===== src/rtl/txrx_pkg.sv =====
// Shared packet definitions for the node's transmit and receive paths.
package txrx_pkg;

    localparam int PKT_W = 55;

    localparam logic [2:0] TYPE_TOKEN  = 3'b111;
    localparam logic [2:0] TYPE_ACK    = 3'b000;
    localparam logic [2:0] TYPE_NACK   = 3'b011;
    localparam logic [2:0] TYPE_DATA_C = 3'b010;
    localparam logic [2:0] TYPE_DATA_3 = 3'b001;

    typedef logic [PKT_W-1:0] pkt_t;

    // Which source owns the packet currently in flight on the serializer.
    typedef enum logic [1:0] {
        SRC_ACK,
        SRC_NACK,
        SRC_DATA,
        SRC_TOKEN
    } tx_src_e;

    typedef enum logic [1:0] {
        ST_IDLE,
        ST_LAUNCH,
        ST_WAIT_BUSY,
        ST_WAIT_DONE
    } tx_state_e;

    function automatic logic is_data_type(input logic [2:0] t);
        return (t == TYPE_DATA_C) || (t == TYPE_DATA_3);
    endfunction

    // Control packets carry only a type code; the payload field is zero.
    function automatic pkt_t ctrl_pkt(input logic [2:0] t);
        return {t, {(PKT_W-3){1'b0}}};
    endfunction

endpackage


===== src/rtl/tx_scheduler_if.sv =====
// Router-core requests, RX response indications and serializer handshake.
interface tx_scheduler_if;
    import txrx_pkg::*;

    logic ack_req;
    logic nack_req;
    logic token_req;
    logic data_req;
    pkt_t data_pkt;
    logic rx_ack;
    logic rx_nack;
    logic ready;
    logic start;
    pkt_t TX_Data;
    logic data_busy;
    logic data_done;
    logic data_fail;
    logic token_sent;

    modport master (
        input  ack_req, nack_req, token_req, data_req, data_pkt,
        input  rx_ack, rx_nack, ready,
        output start, TX_Data, data_busy, data_done, data_fail, token_sent
    );

    modport slave (
        output ack_req, nack_req, token_req, data_req, data_pkt,
        output rx_ack, rx_nack, ready,
        input  start, TX_Data, data_busy, data_done, data_fail, token_sent
    );

endinterface


===== src/rtl/tx_resp_tracker.sv =====
// Remote-response tracking for the held DATA packet: response timeout,
// retry budget and the data_done / data_fail pulses.
module tx_resp_tracker
    import txrx_pkg::*;
#(
    parameter int MAX_RETRY    = 3,
    parameter int RESP_TIMEOUT = 256
) (
    input  logic clk,
    input  logic rst,
    input  logic accept_i,
    input  logic reject_i,
    input  logic data_cmpl_i,
    input  logic rx_ack_i,
    input  logic rx_nack_i,
    output logic retry_o,
    output logic release_o,
    output logic data_done_o,
    output logic data_fail_o
);

    localparam int TMR_W = $clog2(RESP_TIMEOUT + 1);
    localparam int RTY_W = (MAX_RETRY < 1) ? 1 : $clog2(MAX_RETRY + 1);

    logic             wait_resp_q, wait_resp_d;
    logic [TMR_W-1:0] tmr_q, tmr_d;
    logic [RTY_W-1:0] retry_q, retry_d;
    logic             done_q, done_d;
    logic             fail_q, fail_d;

    logic ack_ev;
    logic neg_ev;
    logic can_retry;
    logic give_up;

    // A simultaneous ACK+NACK is treated as NACK; ACK wins over a timeout
    // landing in the same cycle. The timer counts down from RESP_TIMEOUT,
    // so terminal count zero marks the cycle the elapsed count reaches it.
    always_comb begin
        ack_ev    = wait_resp_q && rx_ack_i && !rx_nack_i;
        neg_ev    = wait_resp_q && !ack_ev && (rx_nack_i || (tmr_q == '0));
        can_retry = (retry_q < RTY_W'(MAX_RETRY));
        retry_o   = neg_ev && can_retry;
        give_up   = neg_ev && !can_retry;
        release_o = ack_ev || give_up;
    end

    // Next-state for the wait flag, timer, retry count and status pulses.
    always_comb begin
        wait_resp_d = wait_resp_q;
        tmr_d       = tmr_q;
        retry_d     = retry_q;
        done_d      = ack_ev;
        fail_d      = reject_i || give_up;
        if (wait_resp_q && (tmr_q != '0)) begin
            tmr_d = tmr_q - 1'b1;
        end
        if (ack_ev || neg_ev) begin
            wait_resp_d = 1'b0;
        end
        if (retry_o) begin
            retry_d = retry_q + 1'b1;
        end
        if (accept_i) begin
            retry_d = '0;
        end
        if (data_cmpl_i) begin
            wait_resp_d = 1'b1;
            tmr_d       = TMR_W'(RESP_TIMEOUT);
        end
    end

    // Tracker state registers.
    always_ff @(posedge clk or negedge rst) begin
        if (!rst) begin
            wait_resp_q <= 1'b0;
            tmr_q       <= '0;
            retry_q     <= '0;
            done_q      <= 1'b0;
            fail_q      <= 1'b0;
        end else begin
            wait_resp_q <= wait_resp_d;
            tmr_q       <= tmr_d;
            retry_q     <= retry_d;
            done_q      <= done_d;
            fail_q      <= fail_d;
        end
    end

    assign data_done_o = done_q;
    assign data_fail_o = fail_q;

endmodule


===== src/rtl/tx_scheduler.sv =====
// Transmit-path scheduler: arbitrates ACK, NACK, DATA and TOKEN packets onto
// the serializer start/ready handshake.
//
//   state        | meaning
//   -------------+-----------------------------------------------------------
//   ST_IDLE      | waiting for an eligible request while serializer is ready
//   ST_LAUNCH    | start pulse high, TX_Data holds the winning packet
//   ST_WAIT_BUSY | waiting for ready to fall; relaunch if it never does
//   ST_WAIT_DONE | serializer busy; ready rising completes the packet
module tx_scheduler
    import txrx_pkg::*;
#(
    parameter int MAX_RETRY    = 3,
    parameter int RESP_TIMEOUT = 256,
    parameter int BUSY_TIMEOUT = 8
) (
    input  logic           clk,
    input  logic           rst,
    tx_scheduler_if.master sif
);

    localparam int BUSY_W = $clog2(BUSY_TIMEOUT + 1);

    tx_state_e         state_q, state_d;
    tx_src_e           cur_q, cur_d;
    pkt_t              tx_data_q, tx_data_d;
    logic [BUSY_W-1:0] busy_cnt_q, busy_cnt_d;
    logic              start_q, start_d;
    logic              tok_sent_q, tok_sent_d;
    logic              ack_p_q, ack_p_d;
    logic              nack_p_q, nack_p_d;
    logic              tok_p_q, tok_p_d;
    logic              data_p_q, data_p_d;
    logic              data_busy_q, data_busy_d;
    pkt_t              data_q, data_d;

    logic    accept;
    logic    reject;
    logic    cmpl;
    logic    data_cmpl;
    logic    retry;
    logic    data_release;
    logic    data_done;
    logic    data_fail;
    logic    any_elig;
    tx_src_e win_src;
    pkt_t    win_pkt;

    // Only DATA-typed requests are taken, and only while no DATA is held.
    always_comb begin
        accept = sif.data_req && !data_busy_q && is_data_type(sif.data_pkt[54:52]);
        reject = sif.data_req && !data_busy_q && !is_data_type(sif.data_pkt[54:52]);
    end

    // Fixed priority ACK > NACK > DATA > TOKEN; TOKEN waits out a held DATA.
    always_comb begin
        win_src  = SRC_TOKEN;
        win_pkt  = ctrl_pkt(TYPE_TOKEN);
        any_elig = ack_p_q || nack_p_q || data_p_q || (tok_p_q && !data_busy_q);
        if (ack_p_q) begin
            win_src = SRC_ACK;
            win_pkt = ctrl_pkt(TYPE_ACK);
        end else if (nack_p_q) begin
            win_src = SRC_NACK;
            win_pkt = ctrl_pkt(TYPE_NACK);
        end else if (data_p_q) begin
            win_src = SRC_DATA;
            win_pkt = data_q;
        end
    end

    // Launch sequencing FSM: next state, latched packet and busy timer.
    always_comb begin
        state_d    = state_q;
        cur_d      = cur_q;
        tx_data_d  = tx_data_q;
        busy_cnt_d = busy_cnt_q;
        cmpl       = 1'b0;
        case (state_q)
            ST_IDLE: begin
                if (any_elig && sif.ready) begin
                    cur_d     = win_src;
                    tx_data_d = win_pkt;
                    state_d   = ST_LAUNCH;
                end
            end
            ST_LAUNCH: begin
                busy_cnt_d = BUSY_W'(BUSY_TIMEOUT - 1);
                state_d    = ST_WAIT_BUSY;
            end
            ST_WAIT_BUSY: begin
                if (!sif.ready) begin
                    state_d = ST_WAIT_DONE;
                end else if (busy_cnt_q == '0) begin
                    // Flag is still set, so IDLE relaunches the same packet.
                    state_d = ST_IDLE;
                end else begin
                    busy_cnt_d = busy_cnt_q - 1'b1;
                end
            end
            ST_WAIT_DONE: begin
                if (sif.ready) begin
                    cmpl    = 1'b1;
                    state_d = ST_IDLE;
                end
            end
            default: state_d = ST_IDLE;
        endcase
        start_d = (state_d == ST_LAUNCH);
    end

    // Sticky request flags: completion clears, a coincident request re-sets.
    always_comb begin
        data_cmpl   = cmpl && (cur_q == SRC_DATA);
        tok_sent_d  = cmpl && (cur_q == SRC_TOKEN);
        ack_p_d     = (ack_p_q  && !(cmpl && (cur_q == SRC_ACK)))  || sif.ack_req;
        nack_p_d    = (nack_p_q && !(cmpl && (cur_q == SRC_NACK))) || sif.nack_req;
        tok_p_d     = (tok_p_q  && !tok_sent_d)                    || sif.token_req;
        data_p_d    = (data_p_q && !data_cmpl) || accept || retry;
        data_busy_d = (data_busy_q || accept) && !data_release;
        data_d      = accept ? sif.data_pkt : data_q;
    end

    // Scheduler state registers.
    always_ff @(posedge clk or negedge rst) begin
        if (!rst) begin
            state_q     <= ST_IDLE;
            cur_q       <= SRC_ACK;
            tx_data_q   <= '0;
            busy_cnt_q  <= '0;
            start_q     <= 1'b0;
            tok_sent_q  <= 1'b0;
            ack_p_q     <= 1'b0;
            nack_p_q    <= 1'b0;
            tok_p_q     <= 1'b0;
            data_p_q    <= 1'b0;
            data_busy_q <= 1'b0;
            data_q      <= '0;
        end else begin
            state_q     <= state_d;
            cur_q       <= cur_d;
            tx_data_q   <= tx_data_d;
            busy_cnt_q  <= busy_cnt_d;
            start_q     <= start_d;
            tok_sent_q  <= tok_sent_d;
            ack_p_q     <= ack_p_d;
            nack_p_q    <= nack_p_d;
            tok_p_q     <= tok_p_d;
            data_p_q    <= data_p_d;
            data_busy_q <= data_busy_d;
            data_q      <= data_d;
        end
    end

    tx_resp_tracker #(
        .MAX_RETRY    (MAX_RETRY),
        .RESP_TIMEOUT (RESP_TIMEOUT)
    ) u_resp (
        .clk         (clk),
        .rst         (rst),
        .accept_i    (accept),
        .reject_i    (reject),
        .data_cmpl_i (data_cmpl),
        .rx_ack_i    (sif.rx_ack),
        .rx_nack_i   (sif.rx_nack),
        .retry_o     (retry),
        .release_o   (data_release),
        .data_done_o (data_done),
        .data_fail_o (data_fail)
    );

    assign sif.start      = start_q;
    assign sif.TX_Data    = tx_data_q;
    assign sif.data_busy  = data_busy_q;
    assign sif.data_done  = data_done;
    assign sif.data_fail  = data_fail;
    assign sif.token_sent = tok_sent_q;

endmodule


===== src/flat_wrapper.sv =====
// flat-port wrapper written by rule: the top's interface ports become plain ports
module tx_scheduler_flat import txrx_pkg::*;
#(
    parameter int MAX_RETRY    = 3,
    parameter int RESP_TIMEOUT = 256,
    parameter int BUSY_TIMEOUT = 8
)
  (clk, rst, sif_ack_req, sif_nack_req, sif_token_req, sif_data_req, sif_data_pkt, sif_rx_ack, sif_rx_nack, sif_ready, sif_start, sif_TX_Data, sif_data_busy, sif_data_done, sif_data_fail, sif_token_sent);
  tx_scheduler_if sif_i ();
  input  logic clk;
  input  logic rst;
  input wire logic [$bits(sif_i.ack_req)-1:0] sif_ack_req;
  input wire logic [$bits(sif_i.nack_req)-1:0] sif_nack_req;
  input wire logic [$bits(sif_i.token_req)-1:0] sif_token_req;
  input wire logic [$bits(sif_i.data_req)-1:0] sif_data_req;
  input wire logic [$bits(sif_i.data_pkt)-1:0] sif_data_pkt;
  input wire logic [$bits(sif_i.rx_ack)-1:0] sif_rx_ack;
  input wire logic [$bits(sif_i.rx_nack)-1:0] sif_rx_nack;
  input wire logic [$bits(sif_i.ready)-1:0] sif_ready;
  output wire logic [$bits(sif_i.start)-1:0] sif_start;
  output wire logic [$bits(sif_i.TX_Data)-1:0] sif_TX_Data;
  output wire logic [$bits(sif_i.data_busy)-1:0] sif_data_busy;
  output wire logic [$bits(sif_i.data_done)-1:0] sif_data_done;
  output wire logic [$bits(sif_i.data_fail)-1:0] sif_data_fail;
  output wire logic [$bits(sif_i.token_sent)-1:0] sif_token_sent;
  assign sif_i.ack_req = sif_ack_req;
  assign sif_i.nack_req = sif_nack_req;
  assign sif_i.token_req = sif_token_req;
  assign sif_i.data_req = sif_data_req;
  assign sif_i.data_pkt = sif_data_pkt;
  assign sif_i.rx_ack = sif_rx_ack;
  assign sif_i.rx_nack = sif_rx_nack;
  assign sif_i.ready = sif_ready;
  assign sif_start = sif_i.start;
  assign sif_TX_Data = sif_i.TX_Data;
  assign sif_data_busy = sif_i.data_busy;
  assign sif_data_done = sif_i.data_done;
  assign sif_data_fail = sif_i.data_fail;
  assign sif_token_sent = sif_i.token_sent;
  tx_scheduler #(.MAX_RETRY(MAX_RETRY), .RESP_TIMEOUT(RESP_TIMEOUT), .BUSY_TIMEOUT(BUSY_TIMEOUT)) u_core (.clk(clk), .rst(rst), .sif(sif_i));
endmodule

===== config.mk =====
export PLATFORM = sky130hd
export DESIGN_NAME = tx_scheduler_flat
export DESIGN_NICKNAME = d
export VERILOG_FILES = /design/src/rtl/txrx_pkg.sv /design/src/rtl/tx_scheduler_if.sv /design/src/rtl/tx_resp_tracker.sv /design/src/rtl/tx_scheduler.sv /design/src/flat_wrapper.sv
export SDC_FILE = /design/constraint.sdc
export NUM_CORES = 1
export LEC_CHECK = 0
export CORE_MARGIN = 10
export CORE_UTILIZATION = 32
export CTS_BUF_LIST = sky130_fd_sc_hd__clkbuf_16
export DETAILED_ROUTE_END_ITERATION = 10
export PLACE_DENSITY_LB_ADDON = 0.12
export SLEW_MARGIN = 20
export SYNTH_ARGS = -nofsm -noshare
export SYNTH_HDL_FRONTEND = slang
export SYNTH_SLANG_ARGS = --single-unit

===== constraint.sdc =====
create_clock -name clk -period 1.85 [get_ports clk]
set_clock_uncertainty 0.2 [all_clocks]
set_input_delay 0.185 -clock clk [delete_from_list [all_inputs] [get_ports clk]]
set_output_delay 0.185 -clock clk [all_outputs]
set_load 0.005 [all_outputs]

==> flow_metrics.py, run 1 <==
metrics = {
    "timing": {
        "timing.final.ws_setup_ns": -0.117,
        "finalCriticalPeriod_ns": 1.97,
        "rsz0062_at_grt": "yes",
        "setup-violations-final": 5,
        "whs_ns": 0.0597,
        "finalSetupTns_ns": -0.314,
        "slew_violations": 0,
        "clock.fmax_ghz": 0.508,
        "relSlewSlack": 0.702,
        "finalHoldViolCount": 0,
        "worst_slew_pin_slew_ns": 0.447,
        "finalCritPeriodShare": 1.06,
    },
    "final_layout": {
        "layout.nets": 624,
        "area_growth_pct": 46.5,
        "drive_above_1_share": 0.262,
        "mostFrequentLayoutCells": "dfrtp_1, clkdlybuf4s50_1, a22o_1, mux2_2, buf_4",
        "utilization": 0.480,
        "fillers": 1463,
        "diodes": 0,
        "final_common_cell": "dfrtp_1",
    },
    "setup_path": {
        "cpPeakStageDelay_ns": 0.55,
        "reg2reg_slack_ns": -0.12,
        "worstPathArrival_ns": 2.11,
        "r2r_cells": 4,
        "rr_startpoint": "u_core.u_resp.tmr_q[0]",
        "crit_path_end_kind": "flip-flop",
        "crit_fanout": 5,
        "required_ns": 1.99,
        "cp-start-kind": "flip-flop",
        "path_cells": "or4b_4, a211o_4, or3_4, a21oi_2",
        "slowest_stage": "or4b_4",
        "critical_path_class": "reg2reg",
        "r2r_end": "u_core.u_resp.tmr_q[7]",
    },
    "routing": {
        "viasPerCell": 4.83,
        "num_vias": 3807,
        "firstDrtPassIters": 5,
        "drc_errors": 0,
        "post_drt_wl_per_cell_um": 17.9,
        "final_antenna_net_count": 0,
        "first_iter_violations": 172,
        "wl_mm": 14.1,
    },
    "status": {
        "status": "finished, violations left",
        "violations": "setup timing",
    },
    "floorplan": {
        "ios": 124,
        "die_h_um": 151,
        "row_count": 47,
        "initial_core_util": 0.328,
        "die_w_um": 151,
        "die-area_um2": 22700,
        "placeableCoreArea_um2": 16600,
    },
    "clocking": {
        "numClockSinks": 139,
        "clock_latency_ns": 0.41,
        "clkTransAtPathRegs_ns": 0.06,
        "root_buffer": "clkbuf_16",
        "h-tree-depth": 4,
        "cts_tree": "built",
        "cts_made_buffers": 17,
        "clock_path_buffers": 2,
    },
    "pwr": {
        "power_density_nw_per_um2": 1150,
        "leakage_nw": 3.46,
        "total_power_w": 0.00915,
        "peakVddDrop_uv": 647,
    },
    "grt": {
        "grt_overflow": 0,
        "antenna_found_initial": 0,
        "grt_pass1_vias": 4182,
        "grt_max_degree": 48,
        "grt_usage": 0.129,
        "grt_pass1_wl_mm": 22.7,
    },
    "logic_synthesis": {
        "synth-main-ff-cell": "dfrtp_1",
        "syn_area_um2": 5460,
        "syn-num-nets": 460,
        "ys_ff_latch": 139,
        "syn_inst": 393,
        "yosys_warnings": 0,
        "synth_seq_area_share": 0.638,
        "synth-edff-count": 0,
        "synth.distinct_cells": 48,
        "syn_avg_cell_area_um2": 13.9,
        "async_reset_ff_frac": 1.00,
    },
    "worst_hold_path": {
        "hp-class": "in2async",
    },
    "placed_design": {
        "pre_cts_ws_ns": -0.407,
        "dp_hpwl_mm": 9.52,
        "placement.io_buffers": 123,
        "place_congestion": 0.740,
    },
    "flow_run": {
        "drv_cap": 0,
    },
}
## metal layers
metal	up-vias	track usage	wire (um)
met5	-	0	0
met4	0	0.0437	129
met3	12	0.0531	913
met2	83	0.195	6620
met1	1939	0.163	6430
li1	1773	-	-
## flip-flops by register name (all words and copies together), names as in the netlist, 2 cells and up
name,count
u_core.data_q,55
u_core.busy_cnt_q,4
u_core.state_q,2
u_core.sif.TX_Data,55
u_core.cur_q,2
u_core.u_resp.retry_q,2
u_core.u_resp.tmr_q,9
## worst max-delay path by stage
stage          slack [ns]              startpoint                endpoint  depth (start not counted)
4_1_cts             -0.11  u_core.u_resp.tmr_q[0]  u_core.u_resp.tmr_q[7]                          4
3_5_place_dp        -0.41        sif_data_pkt[53]       u_core.data_q[25]                          5
5_1_grt             -0.18  u_core.u_resp.tmr_q[1]  u_core.u_resp.tmr_q[7]                          7
6_report            -0.12  u_core.u_resp.tmr_q[0]  u_core.u_resp.tmr_q[7]                          4
3_3_place_gp        -0.39        sif_data_pkt[53]       u_core.data_q[32]                          5
2_1_floorplan       -0.01  u_core.u_resp.tmr_q[2]  u_core.u_resp.tmr_q[7]                          4
## area by class of cell
cell class / count / area [um^2] / share of cell area
flip-flops and latches: 139 / 3480 / 0.435
multi-input cells: 222 / 1940 / 0.243
repair buffers: 166 / 1680 / 0.210
clock buffers: 17 / 425 / 0.0532
well taps: 220 / 275 / 0.0344
clock inverters: 13 / 154 / 0.0193
inverters: 11 / 41.3 / 0.00517
## cell families (layout without fill, tap and decap cells)
| kind of cell | Yosys count | count (layout) | synth area share |
|---|---|---|---|
| mux | 53 | 53 | 0.109 |
| flops | 139 | 139 | 0.638 |
| simple gates | 60 | 60 | 0.0681 |
| compound gates | 103 | 103 | 0.148 |
| buf+inv | 32 | 207 | 0.0255 |
| fa+ha+maj | 3 | 3 | 0.00688 |
| xor+xnor | 3 | 3 | 0.00482 |
## power by group
part	internal, W	total, W	switching, W	leakage (nW)
Sequential	0.00377	0.00417	0.000401	1.75
Combinational	0.000995	0.00163	0.000635	1.43
Clock	0.00209	0.00335	0.00127	0.278
## timing repair
action                                  in CTS  in global routing
resized for setup                            9                 10
pin swaps                                    4                  5
setup buffers                                1                  2
endpoints found under the setup margin      12                 55
hold buffers                                 1                  0
cloned                                       0                  2
hold endpoints to repair                   139                  0
## stage by stage
step | area, um^2 | cells
floorplan | 5480 | 393
global placement | 7260 | 752
detailed placement | 7260 | 752
CTS | 7890 | 784
global route | 7990 | 788
finish | 7990 | 788
## synthesized netlist by cell type (2+ instances only)
library cell | instances | area, um^2
a21o_1 | 4 | 30.0
a21oi_1 | 9 | 45.0
a22o_1 | 53 | 464
a22oi_1 | 2 | 15.0
a311oi_1 | 3 | 26.3
a31oi_1 | 3 | 18.8
and2_1 | 2 | 12.5
and3_1 | 2 | 12.5
buf_2 | 12 | 60.1
clkbuf_1 | 8 | 30.0
dfrtp_1 | 139 | 3480
ha_1 | 3 | 37.5
inv_1 | 11 | 41.3
mux2_2 | 53 | 597
nand2_1 | 13 | 48.8
nand2b_1 | 5 | 31.3
nand3b_1 | 2 | 15.0
nor2_1 | 10 | 37.5
nor2b_1 | 5 | 31.3
nor3_1 | 2 | 10.0
o21ai_0 | 13 | 65.1
o21bai_1 | 2 | 15.0
o31ai_1 | 4 | 30.0
o41ai_1 | 3 | 26.3
or3_1 | 4 | 25.0
or4_1 | 2 | 15.0
or4b_2 | 2 | 20.0
xnor2_1 | 2 | 17.5
## worst max-delay path, delay by kind of cell (launching register included)
kind / cells / cell delay (ns)
flip-flops: 1 / 0.39
AND/OR/NAND/NOR: 2 / 0.88
AO/OA/AOI/OAI: 2 / 0.42
Power figures use the tool's default switching activity.
==> run 2: changes to the inputs <==
--- a/config.mk
+++ b/config.mk
@@ -5,7 +5,7 @@
 export SDC_FILE = /design/constraint.sdc
 export NUM_CORES = 1
 export LEC_CHECK = 0
-export CORE_MARGIN = 10
+export CORE_MARGIN = 3
 export CORE_UTILIZATION = 32
 export CTS_BUF_LIST = sky130_fd_sc_hd__clkbuf_16
 export DETAILED_ROUTE_END_ITERATION = 10
==> flow_metrics.py, run 2 (same netlist as run 1, synthesis figures left out) <==
metrics = {
    "setup_path": {
        "cpPeakStageDelay_ns": 0.54,
        "critical_path_class": "reg2reg",
        "required_ns": 1.99,
        "cp-start-kind": "flip-flop",
        "path_cells": "or4b_4, a211o_1, or3_1, a21oi_1",
        "slowest_stage": "or4b_4",
        "reg2reg_slack_ns": -0.11,
        "crit_fanout": 4,
        "crit_start": "u_core.u_resp.tmr_q[0]",
        "rr_startpoint": "u_core.u_resp.tmr_q[0]",
        "crit_path_end_kind": "flip-flop",
        "worstPathArrival_ns": 2.10,
        "cp-endpoint": "u_core.u_resp.tmr_q[7]",
        "r2r_cells": 4,
        "r2r_end": "u_core.u_resp.tmr_q[7]",
    },
    "grt": {
        "grt_overflow": 0,
        "met1_usage": 0.191,
        "antenna_found_initial": 0,
        "grt_pass1_vias": 3912,
        "use_met2": 0.220,
        "grt_pass1_wl_mm": 20.7,
        "grt-busiest-layer": "met2",
        "grt_util_met3": 0.0533,
        "grt_max_degree": 53,
        "grt_usage": 0.145,
    },
    "floorplan": {
        "die_w_um": 137,
        "row_count": 47,
        "die-area_um2": 18700,
        "die_h_um": 137,
        "ios": 124,
        "initial_core_util": 0.328,
        "placeableCoreArea_um2": 16600,
    },
    "timing": {
        "finalHoldViolCount": 0,
        "finalCriticalPeriod_ns": 1.96,
        "finalCritPeriodShare": 1.06,
        "setup-violations-final": 4,
        "rsz0062_at_grt": "yes",
        "timing.final.ws_setup_ns": -0.111,
        "slew_violations": 0,
        "worst_slew_pin_slew_ns": 0.468,
        "clock.fmax_ghz": 0.510,
        "whs_ns": 0.0576,
        "relSlewSlack": 0.688,
    },
    "clocking": {
        "root_buffer": "clkbuf_16",
        "cts_made_buffers": 17,
        "clock_latency_ns": 0.42,
        "clkTransAtPathRegs_ns": 0.06,
        "cts_tree": "built",
        "h-tree-depth": 4,
        "numClockSinks": 139,
        "clock_path_buffers": 2,
    },
    "routing": {
        "first_iter_violations": 135,
        "num_vias": 3859,
        "post_drt_wl_per_cell_um": 17.4,
        "final_antenna_net_count": 0,
        "wl_mm": 13.8,
        "firstDrtPassIters": 4,
        "viasPerCell": 4.87,
        "drc_errors": 0,
    },
    "status": {
        "violations": "setup timing",
        "status": "finished, violations left",
    },
    "pwr": {
        "power_frac_comb": 0.196,
        "clkPwrFrac": 0.370,
        "leakage_nw": 3.63,
        "peakVddDrop_uv": 705,
        "power_density_nw_per_um2": 1170,
        "seqPwrFrac": 0.434,
        "p_sw_frac": 0.252,
        "switchingPower_w": 0.00245,
        "p_int_w": 0.00727,
    },
    "placed_design": {
        "place_congestion": 0.791,
        "postPlaceCellArea_um2": 7240,
        "placement.io_buffers": 123,
        "dp_hpwl_mm": 8.78,
        "placed_cells": 748,
    },
    "final_layout": {
        "drive_above_1_share": 0.267,
        "layout.nets": 626,
        "stdcell_count": 793,
        "fillers": 1446,
        "final_common_cell": "dfrtp_1",
        "area_growth_pct": 52.1,
        "mostFrequentLayoutCells": "dfrtp_1, clkdlybuf4s50_1, a22o_1",
        "final_area_um2": 8300,
    },
    "worst_hold_path": {
        "hp-class": "in2async",
    },
    "flow_run": {
        "drv_cap": 0,
    },
}
run 2: cell types whose count changed in the layout (fill, tap and decap cells not counted), moves of 2 or more:
cell       previous run  this run
inv_6                 0         2
buf_8                 0         5
mux2_2               53        11
buf_4                32        26
mux2_4                0        42
clkbuf_16            18        21
run 2: critical path: cells and delay by family (launching register included):
family / cells / cell delay, ns
simple gates: 2 / 0.87
flops: 1 / 0.39
compound gates: 2 / 0.42
run 2: repair_timing:
item | in CTS | in global routing
buffers inserted | 2 | 2
hold buffers | 1 | 0
gates resized for setup | 7 | 65
cloned | 0 | 7
endpoints found under the setup margin | 55 | 73
hold endpoints to repair | 139 | 0
pin swaps | 1 | 6
run 2: area by class of cell:
| class | count | area, um^2 | area share |
|---|---|---|---|
| clock inverters | 15 | 196 | 0.0237 |
| well taps | 220 | 275 | 0.0332 |
| repair buffers | 168 | 1790 | 0.216 |
| flip-flops and latches | 139 | 3480 | 0.419 |
| diodes | 1 | 2.50 | 0.000302 |
| inverters | 11 | 41.3 | 0.00498 |
| multi-input cells | 222 | 2080 | 0.251 |
| clock buffers | 17 | 425 | 0.0513 |
run 2: power by group through the flow:
stage          Clock [W]  Combinational (W)  Sequential, W
3_5_place_dp           0            0.00157        0.00424
4_1_cts          0.00368            0.00158        0.00419
2_1_floorplan          0           0.000949        0.00413
3_3_place_gp           0            0.00150        0.00420
6_report         0.00359            0.00191        0.00422
5_1_grt          0.00381            0.00209        0.00432
run 2: worst min-delay path by stage:
stage | cells past startpoint | to | start
detailed placement | 1 | u_core.sif.TX_Data[37] | rst
CTS | 2 | u_core.sif.TX_Data[37] | rst
floorplan | 0 | u_core.ack_p_q | rst
finish | 2 | u_core.sif.TX_Data[37] | rst
global route | 2 | u_core.sif.TX_Data[36] | rst
global placement | 1 | u_core.sif.TX_Data[29] | rst
run 2: per-stage QoR:
step	utilization	setup slack (ns)	power (W)	setup TNS (ns)
after floorplan	-	-0.0129	0.00508	-0.0317
after global placement	0.435	-0.451	0.00570	-30.77
after detailed placement	0.435	-0.463	0.00580	-31.62
after CTS	0.475	-0.0921	0.00945	-1.02
after global routing	0.498	-0.145	0.0102	-0.690
final	0.499	-0.111	0.00972	-0.291
run 2: routing by layer:
layer / up-vias / wire length (um)
met1: 1945 / 6260
met4: 0 / 248
met2: 105 / 6490
met5: - / 0
li1: 1792 / -
met3: 17 / 800
